[src/rtl/hyperbus_burst_seq.sv]
// hyperbus_burst_seq
//   Burst sequencer in front of the HyperBus primary controller. It turns user
//   burst commands into the controller's level-held rrq/wrq protocol, buffers
//   write words so every ready beat is fed, and collects read words into a
//   FIFO with user back-pressure. Single clock domain (clk90).
//
// Ports
//   clk90, rst                      clock, async active-high reset
//   cmd_valid/ready/adr/len/we/reg  burst command (len = words - 1)
//   wr_data/mask/valid/ready        write-word stream into the write FIFO
//   rd_data/valid/ready             read-word stream out of the read FIFO
//   hb_adr/dat/mask/reg_space       command and write data to the controller
//   hb_wrq/hb_rrq                   level-held write/read requests
//   hb_rdat/valid/ready/busy/error  controller responses
//   done                            one-cycle pulse at burst completion
//   err                             sticky error, cleared by rst only
module hyperbus_burst_seq #(
  parameter int unsigned WIDTH       = 8,
  parameter int unsigned ADDR_LENGTH = 32,
  parameter int unsigned LEN_WIDTH   = 4,
  parameter int unsigned WR_DEPTH    = 16,
  parameter int unsigned RD_DEPTH    = 16,
  parameter int unsigned TIMEOUT     = 255
) (
  input  logic                     clk90,
  input  logic                     rst,
  input  logic                     cmd_valid,
  output logic                     cmd_ready,
  input  logic [ADDR_LENGTH-1:0]   cmd_adr,
  input  logic [LEN_WIDTH-1:0]     cmd_len,
  input  logic                     cmd_we,
  input  logic                     cmd_reg,
  input  logic [2*WIDTH-1:0]       wr_data,
  input  logic [1:0]               wr_mask,
  input  logic                     wr_valid,
  output logic                     wr_ready,
  output logic [2*WIDTH-1:0]       rd_data,
  output logic                     rd_valid,
  input  logic                     rd_ready,
  output logic [ADDR_LENGTH-1:0]   hb_adr,
  output logic [2*WIDTH-1:0]       hb_dat,
  output logic [(2*WIDTH/8):0]     hb_mask,
  output logic                     hb_reg_space,
  output logic                     hb_wrq,
  output logic                     hb_rrq,
  input  logic [2*WIDTH-1:0]       hb_rdat,
  input  logic                     hb_valid,
  input  logic                     hb_ready,
  input  logic                     hb_busy,
  input  logic                     hb_error,
  output logic                     done,
  output logic                     err
);

  localparam int unsigned DW  = 2 * WIDTH;
  localparam int unsigned MW  = (2 * WIDTH / 8) + 1;
  localparam int unsigned WAW = $clog2(WR_DEPTH);
  localparam int unsigned RAW = $clog2(RD_DEPTH);
  localparam int unsigned TW  = $clog2(TIMEOUT + 1);

  typedef enum logic [2:0] {IDLE, WR_DATA, RD_DATA, DRAIN, ERROR} state_t;

  state_t state, state_nxt;

  // Low while in reset, high from the first clock edge after release; gates
  // the user-facing ready signals so they read 0 throughout reset.
  logic live;

  logic [DW+1:0]  wr_mem [WR_DEPTH];
  logic [WAW-1:0] wr_wptr, wr_rptr;
  logic [WAW:0]   wr_count;
  logic           wr_push, wr_pop;
  logic [DW+1:0]  wr_head;

  logic [DW-1:0]  rd_mem [RD_DEPTH];
  logic [RAW-1:0] rd_wptr, rd_rptr;
  logic [RAW:0]   rd_count;
  logic           rd_push, rd_pop;

  logic [LEN_WIDTH-1:0] beat_cnt;
  logic [TW-1:0]        to_cnt;
  logic                 accept, beat;
  logic [31:0]          need, wr_avail, rd_free;

  assign need     = 32'(cmd_len) + 32'd1;
  assign wr_avail = 32'(wr_count);
  assign rd_free  = 32'(RD_DEPTH) - 32'(rd_count);

  always_ff @(posedge clk90 or posedge rst) begin
    if (rst) live <= 1'b0;
    else     live <= 1'b1;
  end

  // ---------------- write FIFO ----------------
  assign wr_ready = live & (wr_count != (WAW+1)'(WR_DEPTH));
  assign wr_push  = wr_valid & wr_ready;
  assign wr_head  = wr_mem[wr_rptr];

  always_ff @(posedge clk90) begin
    if (wr_push) wr_mem[wr_wptr] <= {wr_mask, wr_data};
  end

  always_ff @(posedge clk90 or posedge rst) begin
    if (rst) begin
      wr_wptr  <= '0;
      wr_rptr  <= '0;
      wr_count <= '0;
    end else begin
      if (wr_push) wr_wptr <= wr_wptr + WAW'(1);
      if (wr_pop)  wr_rptr <= wr_rptr + WAW'(1);
      case ({wr_push, wr_pop})
        2'b10:   wr_count <= wr_count + (WAW+1)'(1);
        2'b01:   wr_count <= wr_count - (WAW+1)'(1);
        default: wr_count <= wr_count;
      endcase
    end
  end

  // ---------------- read FIFO ----------------
  assign rd_valid = (rd_count != '0);
  assign rd_data  = rd_mem[rd_rptr];
  assign rd_pop   = rd_valid & rd_ready;

  always_ff @(posedge clk90) begin
    if (rd_push) rd_mem[rd_wptr] <= hb_rdat;
  end

  always_ff @(posedge clk90 or posedge rst) begin
    if (rst) begin
      rd_wptr  <= '0;
      rd_rptr  <= '0;
      rd_count <= '0;
    end else begin
      if (rd_push) rd_wptr <= rd_wptr + RAW'(1);
      if (rd_pop)  rd_rptr <= rd_rptr + RAW'(1);
      case ({rd_push, rd_pop})
        2'b10:   rd_count <= rd_count + (RAW+1)'(1);
        2'b01:   rd_count <= rd_count - (RAW+1)'(1);
        default: rd_count <= rd_count;
      endcase
    end
  end

  // ---------------- sequencer FSM ----------------
  always_ff @(posedge clk90 or posedge rst) begin
    if (rst) state <= IDLE;
    else     state <= state_nxt;
  end

  // Requests and error flag decode straight from the state register, so they
  // are registered and drop asynchronously with rst.
  assign hb_wrq = (state == WR_DATA);
  assign hb_rrq = (state == RD_DATA);
  assign err    = (state == ERROR);

  always_comb begin
    state_nxt = state;
    cmd_ready = 1'b0;
    accept    = 1'b0;
    wr_pop    = 1'b0;
    rd_push   = 1'b0;
    beat      = 1'b0;
    done      = 1'b0;
    hb_dat    = '0;
    hb_mask   = MW'(2'b11);
    case (state)
      IDLE: begin
        // Admission only when the whole burst is already buffered (write) or
        // fits (read), so the controller never sees underrun or overflow.
        cmd_ready = live & ~hb_busy &
                    (cmd_we ? (wr_avail >= need) : (rd_free >= need));
        if (cmd_valid && cmd_ready) begin
          accept    = 1'b1;
          state_nxt = cmd_we ? WR_DATA : RD_DATA;
        end
      end
      WR_DATA: begin
        hb_dat  = wr_head[DW-1:0];
        hb_mask = MW'(wr_head[DW+1:DW]);
        if (hb_ready) begin
          wr_pop = (wr_count != '0);
          beat   = 1'b1;
          if (beat_cnt == '0) state_nxt = DRAIN;
        end else if (to_cnt == TW'(TIMEOUT - 1)) begin
          state_nxt = ERROR;
        end
      end
      RD_DATA: begin
        if (hb_valid) begin
          rd_push = (rd_count != (RAW+1)'(RD_DEPTH));
          beat    = 1'b1;
          if (beat_cnt == '0) state_nxt = DRAIN;
        end else if (to_cnt == TW'(TIMEOUT - 1)) begin
          state_nxt = ERROR;
        end
      end
      DRAIN: begin
        if (!hb_busy) begin
          done      = 1'b1;
          state_nxt = IDLE;
        end
      end
      ERROR:   state_nxt = ERROR;
      default: state_nxt = IDLE;
    endcase
    if (hb_error) begin
      state_nxt = ERROR;
      done      = 1'b0;
    end
  end

  // Command latch, beat counter and no-beat timeout counter.
  always_ff @(posedge clk90 or posedge rst) begin
    if (rst) begin
      hb_adr       <= '0;
      hb_reg_space <= 1'b0;
      beat_cnt     <= '0;
      to_cnt       <= '0;
    end else if (accept) begin
      hb_adr       <= cmd_adr;
      hb_reg_space <= cmd_reg;
      beat_cnt     <= cmd_len;
      to_cnt       <= '0;
    end else if (beat) begin
      beat_cnt <= beat_cnt - LEN_WIDTH'(1);
      to_cnt   <= '0;
    end else if (state == WR_DATA || state == RD_DATA) begin
      to_cnt <= to_cnt + TW'(1);
    end
  end

endmodule

[config.mk]
export PLATFORM = sky130hd
export DESIGN_NAME = hyperbus_burst_seq
export DESIGN_NICKNAME = d
export VERILOG_FILES = /design/src/rtl/hyperbus_burst_seq.sv
export SDC_FILE = /design/constraint.sdc
export NUM_CORES = 1
export LEC_CHECK = 0
export BUFFER_PORTS_ARGS = -buffer_cell sky130_fd_sc_hd__buf_2
export CAP_MARGIN = 20
export CORE_ASPECT_RATIO = 0.8
export CORE_MARGIN = 2
export CORE_UTILIZATION = 28
export CTS_BUF_LIST = sky130_fd_sc_hd__clkbuf_2 sky130_fd_sc_hd__clkbuf_4 sky130_fd_sc_hd__clkbuf_8
export CTS_CLUSTER_SIZE = 12
export DETAILED_ROUTE_END_ITERATION = 10
export GPL_ROUTABILITY_DRIVEN = 0
export HOLD_SLACK_MARGIN = 0.05
export PLACE_DENSITY = 0.47
export SETUP_SLACK_MARGIN = 0.3
export SLEW_MARGIN = 20
export SYNTH_ARGS = -nofsm -noshare
export SYNTH_HDL_FRONTEND = slang
export SYNTH_SLANG_ARGS = --single-unit
[constraint.sdc]
create_clock -name clk90 -period 3.19 [get_ports clk90]
set_clock_uncertainty 0.05 [all_clocks]
set_input_delay 0 -clock clk90 [delete_from_list [all_inputs] [get_ports clk90]]
set_output_delay 0 -clock clk90 [all_outputs]
set_load 0.05 [all_outputs]
==> summary.txt, run 1 <==
Status
  – Status: finished clean

Setup path
  – Critical-path cell list: buf_6, buf_12, buf_16, mux4_2, mux4_2, and2_4, buf_6
  – Startpoint class of the critical path: flop
  – Largest stage delay on the critical path: 550 ps
  – Reg2reg path depth: 13
  – Slowest CP cell: dfrtp_4
  – Reg2reg start: rd_count[1]$_DFFE_PP0P_
  – R2R setup slack: 350 ps
  – Crit. End Element: output port
  – End of the worst register-to-register path: hb_adr[13]$_DFFE_PP0P_
  – Worst Path Class, Setup: flop to output port
  – Crit-path max FO: 5
  – Crit path required time: 3140 ps
  – WP data arrival: 2950 ps

Final layout
  – Syn-to-layout area delta: 29.4%
  – Post-Layout Cell Count: 2892
  – Share of cells above drive strength 1: 0.412
  – Area of the multi-input gates: 6560 µm²
  – Most common cell after layout, fill and taps aside: edfxtp_1
  – Fill cell total of the finished layout: 8168
  – Storage cell area: 18200 µm²
  – NumNets Final: 1745
  – Most frequent cells in the layout: edfxtp_1 (544), mux4_2 (170), dlygate4sd3_1 (122)

Clocking
  – CTS clk-pin slew, worst paths: 60 ps
  – Sink Count: 619
  – H-tree levels: 3
  – CTS tree: yes
  – Num CTS Buffers: 101
  – Clock insertion delay at the later pin of the skew report: 710 ps
  – CTS max path bufs: 3
  – CTS root buf: clkbuf_8

Place
  – Post-DP HPWL: 33700 µm
  – I/O Buffers: 154
  – Placed Cells: 2537

Flow run
  – MaxCap Viol Count: 0

Worst hold path
  – Worst hold start: cmd_len[2]
  – Hold path depth: 4
  – Worst Hold End: beat_cnt[2]$_DFFE_PP0P_
  – Hold Path Class: primary input to flop

Floorplanning
  – Core Region: 87600 µm²
  – DIE AREA: 91000 µm²
  – Height of the die: 270 µm
  – Die width: 337 µm
  – IO Pins: 156
  – Row cnt: 97
  – Starting Density: 0.283

Global route
  – First-pass GRT wire length: 91600 µm
  – Total gr overflow: 0
  – Largest net degree at the start of global routing: 58
  – Total track usage: 0.137
  – Vias in the first global route: 14059
  – Initial antenna violation count: 5

Synthesis
  – Post-synth top flop: edfxtp_1
  – Synth cell types: 54
  – Syn. warnings: 0
  – Syn Area/Cell: 20.9 µm²
  – Synthesis-stage register bit count: 619
  – Number of synthesized flops with an enable pin: 544
  – Post-synthesis sequential area ratio: 0.735
  – Syn_nets: 1304
  – Ys async rst share: 0.121
  – Post-synthesis cell count: 1188
  – Synthesized area: 24800 µm²

Pwr
  – Peak supply drop: 335 µV
  – PwrDens: 788 nW/µm²
  – Total Power: 0.0253 W
  – Leak: 11.1 nW

STA
  – Slew Limit Fails: 0
  – Relative slew margins: 0.481
  – Measured slew at the worst slew-check pin: 779 ps
  – Setup violators final: 0
  – Fin Setup TNS: 0 ps
  – Final worst-path cycle share: 0.940
  – FMAX: 0.334 GHz
  – Unrepaired setup endpoints after global routing: yes
  – Fin crit period: 3000 ps
  – Hold Fails Final Rpt: 0

Drt
  – Vias: 13154
  – Initial DRT Pass Iterations: 4
  – First DRT Iteration DRCs: 879
  – Wire per inst: 21.6 µm
  – Final wirelength: 62500 µm
  – Residual DRC: 0
  – Antenna Nets Post-Route: 0
  – DR vias/cell: 4.55
power by group:
part / internal [W] / switching, W
sequential: 0.00943 / 0.000500
clock: 0.00346 / 0.00313
combinational: 0.00420 / 0.00456
total: 0.0171 / 0.00819
cell families (layout without fill, tap and decap cells):
kind of cell | after synthesis | after routing | share of synthesized area
AO/OA/AOI/OAI | 46 | 46 | 0.0128
XOR/XNOR | 31 | 31 | 0.0113
adder cells (fa/ha/maj) | 35 | 35 | 0.0183
buffers and inverters | 88 | 602 | 0.0165
flip-flops | 619 | 619 | 0.735
multiplexers | 210 | 210 | 0.172
other | 2 | 4 | 0.000303
AND/OR/NAND/NOR | 157 | 157 | 0.0339
critical path, delay by kind of cell (launching register included):
| kind | cells | cell delay (ps) |
|---|---|---|
| DFF | 1 | 550 |
| and+or+nand+nor | 1 | 180 |
| muxes | 2 | 930 |
| buffers and inverters | 4 | 560 |
what timing repair did:
action,CTS,global route
hold endpoints to repair,682,0
resized for setup,133,61
buffers inserted,25,11
hold buffers,122,0
endpoints found under the setup margin,69,70
cloned,12,7
pin swaps,3,14
cell usage after synthesis, types with 14 or more instances:
cell	n	area, µm²
mux4_2	170	3830
edfxtp_1	544	16300
mux2_2	34	383
inv_1	31	116
nor2_1	26	97.6
nand2_1	30	113
xnor2_1	21	184
clkbuf_1	29	109
and2_1	35	219
nor3_1	16	80.1
o21ai_0	14	70.1
dfrtp_1	75	1880
ha_1	33	413
per-layer routing:
layer | vias to the layer above | track usage | routed length (µm)
li1 | 5735 | - | -
met1 | 6985 | 0.187 | 28500
met2 | 312 | 0.217 | 29700
met3 | 116 | 0.0298 | 2750
met4 | 6 | 0.0411 | 1510
met5 | - | 0 | 34
area by class of cell:
class	instances	share of cell area
sequential	619	0.568
multi-input combinational	481	0.205
timing repair buffer	395	0.118
clock buffer	136	0.0517
tap	1188	0.0463
clock inverter	40	0.00764
inverter	31	0.00378
antenna	2	0.000156
flip-flops by register name, indices dropped and copies added (netlist names):
register and flops:
rd_rptr 4, rd_mem 256, rd_wptr 4, state 3, wr_mem 288, live 1, hb_adr 32, wr_rptr 4
rd_count 5, wr_count 5, to_cnt 8, wr_wptr 4, beat_cnt 4, hb_reg_space 1
how the worst max path moves through the flow:
stage	from	endpoint	slack, ps	depth (start not counted)
floorplan	rd_count[0]$_DFFE_PP0P_	rd_count[4]$_DFFE_PP0P_	320	15
global placement	rd_count[0]$_DFFE_PP0P_	hb_adr[14]$_DFFE_PP0P_	100	11
detailed placement	rd_count[0]$_DFFE_PP0P_	hb_adr[10]$_DFFE_PP0P_	90	11
CTS	wr_rptr[0]$_DFFE_PP0P_	hb_dat[14]	130	7
global route	rd_count[1]$_DFFE_PP0P_	cmd_ready	90	11
finish	wr_rptr[0]$_DFFE_PP0P_	hb_dat[10]	190	7
stage by stage:
step | area [µm²] | setup slack, ps | utilization | hold slack (ps)
after floorplan | 24900 | 320 | - | 48.9
after global placement | 27400 | 95.3 | 0.313 | 184
after detailed placement | 27400 | 91.0 | 0.313 | 185
after CTS | 31600 | 125 | 0.360 | 65.3
after global routing | 32100 | 86.2 | 0.366 | 108
final | 32100 | 192 | 0.366 | 140
(Power assumes the default switching activity.)
==> run 2, diff against run 1 <==
--- a/config.mk
+++ b/config.mk
@@ -5,7 +5,7 @@
 export SDC_FILE = /design/constraint.sdc
 export NUM_CORES = 1
 export LEC_CHECK = 0
-export BUFFER_PORTS_ARGS = -buffer_cell sky130_fd_sc_hd__buf_2
+export BUFFER_PORTS_ARGS = -buffer_cell sky130_fd_sc_hd__clkbuf_2
 export CAP_MARGIN = 20
 export CORE_ASPECT_RATIO = 0.8
 export CORE_MARGIN = 2
==> run 2 against run 1 <==
Effect of this change: routed wire length is 1.9% higher; total power is 2.5% higher; worst hold slack worse by 23 ps; cell area is 1.1% higher; clock power is 5.3% higher; cell count is 0.41% higher; die area stayed put; register-to-register slack hardly changed; via count is 0.31% lower; critical path type unchanged; critical endpoint is now hb_dat[7].
==> summary.txt, run 2 (same netlist as run 1, synthesis figures left out) <==
STA
  – Relative slew margins: 0.592
  – Measured slew at the worst slew-check pin: 612 ps
  – Final worst-path cycle share: 0.937
  – Unrepaired setup endpoints after global routing: yes
  – Setup violators final: 0
  – Slew Limit Fails: 0
  – FMAX: 0.335 GHz
  – Hold Fails Final Rpt: 0
  – Fin crit period: 2990 ps
  – Fin Setup TNS: 0 ps
  – Post-route setup slack: 201 ps

Floorplanning
  – Die width: 337 µm
  – DIE AREA: 91000 µm²
  – Height of the die: 270 µm
  – Starting Density: 0.283
  – Core Region: 87600 µm²
  – IO Pins: 156
  – Row cnt: 97

Status
  – Status: finished clean

Drt
  – Final wirelength: 63700 µm
  – Antenna Nets Post-Route: 0
  – Initial DRT Pass Iterations: 5
  – DR vias/cell: 4.52
  – First DRT Iteration DRCs: 1013
  – Vias: 13113
  – Residual DRC: 0
  – Wire per inst: 21.9 µm

Final layout
  – NumNets Final: 1750
  – Fill cell total of the finished layout: 8091
  – Most flops, register: wr_mem
  – Final core occ: 0.370
  – Most frequent cells in the layout: edfxtp_1 (544), mux4_2 (170), dlygate4sd3_1 (120)
  – Most common cell after layout, fill and taps aside: edfxtp_1
  – Share of cells above drive strength 1: 0.415
  – Post-Layout Cell Count: 2904
  – Syn-to-layout area delta: 30.8%
  – Max reg flops: 288
  – Top Registers: wr_mem (288), rd_mem (256), hb_adr (32)

Setup path
  – Startpoint class of the critical path: flop
  – WP data arrival: 2940 ps
  – Reg2reg path depth: 13
  – Crit. End Element: output port
  – Reg2reg start: rd_count[1]$_DFFE_PP0P_
  – Worst Path Class, Setup: flop to output port
  – End of the worst register-to-register path: hb_adr[0]$_DFFE_PP0P_
  – R2R setup slack: 340 ps
  – Crit-path max FO: 7
  – Crit path required time: 3140 ps

Clocking
  – CTS root buf: clkbuf_8
  – Clock insertion delay at the later pin of the skew report: 700 ps
  – CTS max path bufs: 3
  – H-tree levels: 3
  – CTS tree: yes
  – CTS clk-pin slew, worst paths: 60 ps
  – Sink Count: 619
  – Num CTS Buffers: 101

Worst hold path
  – Worst Hold End: beat_cnt[3]$_DFFE_PP0P_
  – Hold Path Class: primary input to flop
  – Hold path depth: 4
  – Worst hold start: cmd_len[3]

Global route
  – Total track usage: 0.138
  – Total gr overflow: 0
  – Initial antenna violation count: 4
  – Vias in the first global route: 13855
  – Largest net degree at the start of global routing: 34
  – First-pass GRT wire length: 92400 µm

Place
  – Placed Cells: 2538
  – Post-DP HPWL: 34100 µm
  – Place WS: 125 ps
  – I/O Buffers: 154

Pwr
  – Peak supply drop: 355 µV
  – Total Power: 0.0259 W
  – PwrDens: 799 nW/µm²
  – Leak: 11.2 nW

Flow run
  – MaxCap Viol Count: 0
[run 2: critical path, stage by stage (launching register included)]
cell	delay, ps
dfrtp_4	500
buf_12	160
buf_12	140
buf_16	150
mux4_2	450
mux4_2	490
and2_4	180
buf_8	140
[run 2: worst max path at each step]
stage / from / end / depth (start not counted)
floorplan: rd_count[0]$_DFFE_PP0P_ / rd_count[4]$_DFFE_PP0P_ / 15
global placement: rd_count[1]$_DFFE_PP0P_ / rd_count[4]$_DFFE_PP0P_ / 14
detailed placement: rd_count[1]$_DFFE_PP0P_ / hb_adr[9]$_DFFE_PP0P_ / 11
CTS: wr_rptr[0]$_DFFE_PP0P_ / hb_dat[7] / 7
global route: wr_rptr[0]$_DFFE_PP0P_ / hb_dat[7] / 7
finish: wr_rptr[0]$_DFFE_PP0P_ / hb_dat[7] / 7
[run 2: per-layer routing]
| metal | share of wire | vias up | global-route usage | wire length [µm] |
|---|---|---|---|---|
| met1 | 0.46 | 6921 | 0.193 | 29200 |
| met4 | 0.017 | 6 | 0.0363 | 1110 |
| li1 | - | 5757 | - | - |
| met3 | 0.052 | 92 | 0.0316 | 3340 |
| met2 | 0.47 | 337 | 0.218 | 30000 |
| met5 | 0.00063 | - | 0 | 40 |
[run 2: final cells by class]
cell class	instances	area, µm²	area share
Sequential cell	619	18200	0.562
Multi-Input combinational cell	481	6500	0.200
Timing Repair Buffer	400	4080	0.126
Clock buffer	146	1750	0.0538
Tap cell	1188	1490	0.0458
Clock inverter	37	274	0.00845
Inverter	31	118	0.00363
Antenna cell	2	5.00	0.000154
[run 2: where the power goes]
| part | switching, W | internal, W | leakage (nW) | total, W |
|---|---|---|---|---|
| registers | 0.000494 | 0.00942 | 5.84 | 0.00992 |
| clock network | 0.00323 | 0.00371 | 1.07 | 0.00694 |
| logic | 0.00460 | 0.00445 | 4.31 | 0.00905 |
| total | 0.00832 | 0.0176 | 11.2 | 0.0259 |
[run 2: per-stage QoR]
stage                     hold WS (ps)  instance area (µm²)
final                              117                32400
after global routing               112                32400
after CTS                         50.6                31900
after detailed placement          39.5                27500
after global placement            31.0                27500
after floorplan                   48.9                24900
[run 2: timing repair]
item | in CTS | in global routing
gates cloned | 11 | 7
hold buffers | 120 | 0
hold endpoints to repair | 706 | 0
pin swaps | 3 | 10
setup endpoints to repair | 69 | 85
resized for setup | 119 | 73
setup buffers | 30 | 13
==> run 3, diff against run 2 <==
--- a/config.mk
+++ b/config.mk
@@ -5,6 +5,7 @@
 export SDC_FILE = /design/constraint.sdc
 export NUM_CORES = 1
 export LEC_CHECK = 0
+export ABC_AREA = 1
 export BUFFER_PORTS_ARGS = -buffer_cell sky130_fd_sc_hd__clkbuf_2
 export CAP_MARGIN = 20
 export CORE_ASPECT_RATIO = 0.8
==> run 3 against run 2 <==
Effect of this change: sequential power decreased by 4.6%; first-iteration DRC count grew 10%; sequential share of layout area increased by 0.89 points; area after synthesis grew 3.4%; maximum frequency increased by 8.0%; register-to-register slack improved by 130 ps; clock power down 2%; worst hold slack gained 5.8 ps; cell count is 26% higher; highest routed layer unchanged; routed wire length increased by 11%; count of clock-buffer cells in the layout fell by 5.
==> summary.txt, run 3 <==
Clocking
  – Sink Count: 619
  – CTS root buf: clkbuf_8
  – CTS max path bufs: 3
  – H-tree levels: 3
  – Clock insertion delay at the later pin of the skew report: 730 ps
  – CTS clk-pin slew, worst paths: 60 ps
  – CTS tree: yes
  – Num CTS Buffers: 103

Drt
  – Vias: 16961
  – Initial DRT Pass Iterations: 5
  – First DRT Iteration DRCs: 1116
  – Final wirelength: 70600 µm
  – Residual DRC: 0
  – Wire per inst: 19.4 µm
  – DR vias/cell: 4.65
  – Antenna Nets Post-Route: 0

Floorplanning
  – Core Region: 90900 µm²
  – DIE AREA: 94000 µm²
  – Row cnt: 99
  – Starting Density: 0.282
  – IO Pins: 156
  – Height of the die: 275 µm
  – Die width: 342 µm

Synthesis
  – Syn Area/Cell: 12.8 µm²
  – Syn. warnings: 0
  – Synthesis-stage register bit count: 619
  – Post-synthesis sequential area ratio: 0.710
  – Synth cell types: 42
  – Post-synthesis cell count: 1997
  – Most common cell in the netlist: edfxtp_1
  – Synth top area cells: edfxtp_1 (64%), dfrtp_1 (7.3%), o21ai_0 (4.7%)
  – Post-synth top cells: edfxtp_1 (544), o21ai_0 (242), nor2_1 (194)
  – Syn_nets: 2113
  – Ys async rst share: 0.121
  – Post-synth top flop: edfxtp_1
  – Number of synthesized flops with an enable pin: 544
  – Yosys top cell area share: 0.637
  – Synthesized area: 25600 µm²
  – Area leader, netlist: edfxtp_1

Setup path
  – Critical-path cell list: clkinv_8, bufbuf_16, o21ai_0, o22ai_1, o211ai_1, a21oi_1, clkbuf_2
  – Crit-path max FO: 31
  – Crit path required time: 3140 ps
  – WP data arrival: 2720 ps
  – Crit. End Element: output port
  – Worst Path Class, Setup: flop to output port
  – Startpoint class of the critical path: flop
  – R2R setup slack: 470 ps
  – Crit path buffers/inverters: 3
  – Largest stage delay on the critical path: 560 ps
  – Reg2reg start: state[0]$_DFFE_PP0P_
  – End of the worst register-to-register path: state[0]$_DFFE_PP0P_
  – Crit path max-delay family: buffers and inverters
  – Reg2reg path depth: 10
  – Slowest CP cell: dfrtp_4

Final layout
  – Syn-to-layout area delta: 24.5%
  – Area of the multi-input gates: 6460 µm²
  – Top Registers: wr_mem (288), rd_mem (256), hb_adr (32)
  – Fill cell total of the finished layout: 8904
  – Post-Layout Cell Count: 3651
  – Most flops, register: wr_mem
  – Share of cells above drive strength 1: 0.203
  – NumNets Final: 2469
  – Max reg flops: 288
  – Most frequent cells in the layout: edfxtp_1 (544), o21ai_0 (242), inv_1 (164)
  – Most common cell after layout, fill and taps aside: edfxtp_1
  – Storage cell area: 18200 µm²

STA
  – Setup violators final: 0
  – Unrepaired setup endpoints after global routing: no
  – Measured slew at the worst slew-check pin: 822 ps
  – Fin crit period: 2770 ps
  – Relative slew margins: 0.451
  – Hold Fails Final Rpt: 0
  – FMAX: 0.361 GHz
  – Slew Limit Fails: 0
  – Fin Setup TNS: 0 ps
  – Final worst-path cycle share: 0.868

Global route
  – Vias in the first global route: 17320
  – Largest net degree at the start of global routing: 75
  – Total track usage: 0.147
  – First-pass GRT wire length: 105000 µm
  – Initial antenna violation count: 2
  – Total gr overflow: 0

Flow run
  – MaxCap Viol Count: 0

Worst hold path
  – Hold Path Class: primary input to flop
  – Worst Hold End: wr_wptr[0]$_DFFE_PP0P_
  – Hold path depth: 4
  – Worst hold start: wr_valid

Place
  – Placed Cells: 3319
  – I/O Buffers: 154
  – Post-DP HPWL: 38300 µm

Pwr
  – Peak supply drop: 394 µV
  – Leak: 11.8 nW
  – PwrDens: 679 nW/µm²

Status
  – Status: finished clean
## run 3: cells by family after synthesis
group / synth area share
flip-flops: 0.710
AO/OA/AOI/OAI: 0.124
AND/OR/NAND/NOR: 0.0703
buffers and inverters: 0.0460
multiplexers: 0.0250
adder cells (fa/ha/maj): 0.0177
XOR/XNOR: 0.00683
other: 0.000293
## run 3: area by class of cell
| class | count | area share |
|---|---|---|
| sequential | 619 | 0.571 |
| multi-input combinational | 1088 | 0.202 |
| clock inverter | 48 | 0.00874 |
| tap | 1212 | 0.0475 |
| antenna | 2 | 0.000157 |
| inverter | 179 | 0.0217 |
| clock buffer | 141 | 0.0535 |
| timing repair buffer | 362 | 0.0953 |
## run 3: power breakdown
group / switching, W / total [W] / internal [W]
Clock: 0.00326 / 0.00683 / 0.00357
Sequential: 0.000287 / 0.00946 / 0.00917
Combinational: 0.00364 / 0.00538 / 0.00174
Total: 0.00719 / 0.0217 / 0.0145
## run 3: stage by stage
step / setup WS (ps) / util / area, µm² / power [W] / hold WS [ps]
6_report: 422 / 0.351 / 31900 / 0.0217 / 123
3_3_place_gp: 282 / 0.310 / 28200 / 0.0146 / 95.4
4_1_cts: 270 / 0.348 / 31600 / 0.0218 / 75.3
5_1_grt: 270 / 0.351 / 31900 / 0.0228 / 134
3_5_place_dp: 274 / 0.310 / 28200 / 0.0146 / 113
2_1_floorplan: 313 / - / 25700 / 0.0130 / 48.9
## run 3: worst max-delay path by stage
| stage | startpoint | to | cells past startpoint |
|---|---|---|---|
| 2_1_floorplan | rd_count[0]$_DFFE_PP0P_ | rd_count[4]$_DFFE_PP0P_ | 17 |
| 3_3_place_gp | rd_count[0]$_DFFE_PP0P_ | rd_count[4]$_DFFE_PP0P_ | 19 |
| 3_5_place_dp | rd_count[0]$_DFFE_PP0P_ | rd_count[4]$_DFFE_PP0P_ | 19 |
| 4_1_cts | wr_rptr[0]$_DFFE_PP0P_ | hb_dat[9] | 6 |
| 5_1_grt | rd_count[1]$_DFFE_PP0P_ | cmd_ready | 12 |
| 6_report | wr_rptr[0]$_DFFE_PP0P_ | hb_dat[15] | 7 |
## run 3: timing repair
action | in CTS | in global routing
gates resized for setup | 37 | 46
pin swaps | 1 | 6
setup buffers | 3 | 10
cloned | 2 | 3
hold buffers | 123 | 0
hold endpoints to repair | 698 | 0
endpoints found under the setup margin | 36 | 29
## run 3: per-layer routing
metal / wire, µm / GRT usage / vias to the layer above
met4: 1460 / 0.0440 / 4
met5: 25 / 0 / -
li1: - / - / 8009
met2: 34100 / 0.249 / 395
met3: 3120 / 0.0268 / 105
met1: 31900 / 0.193 / 8448
## run 3: tightest hold or removal path, delay by kind of cell
kind          cells  cell delay, ps
simple gates      1             140
buf+inv           2             640
xor+xnor          1              80
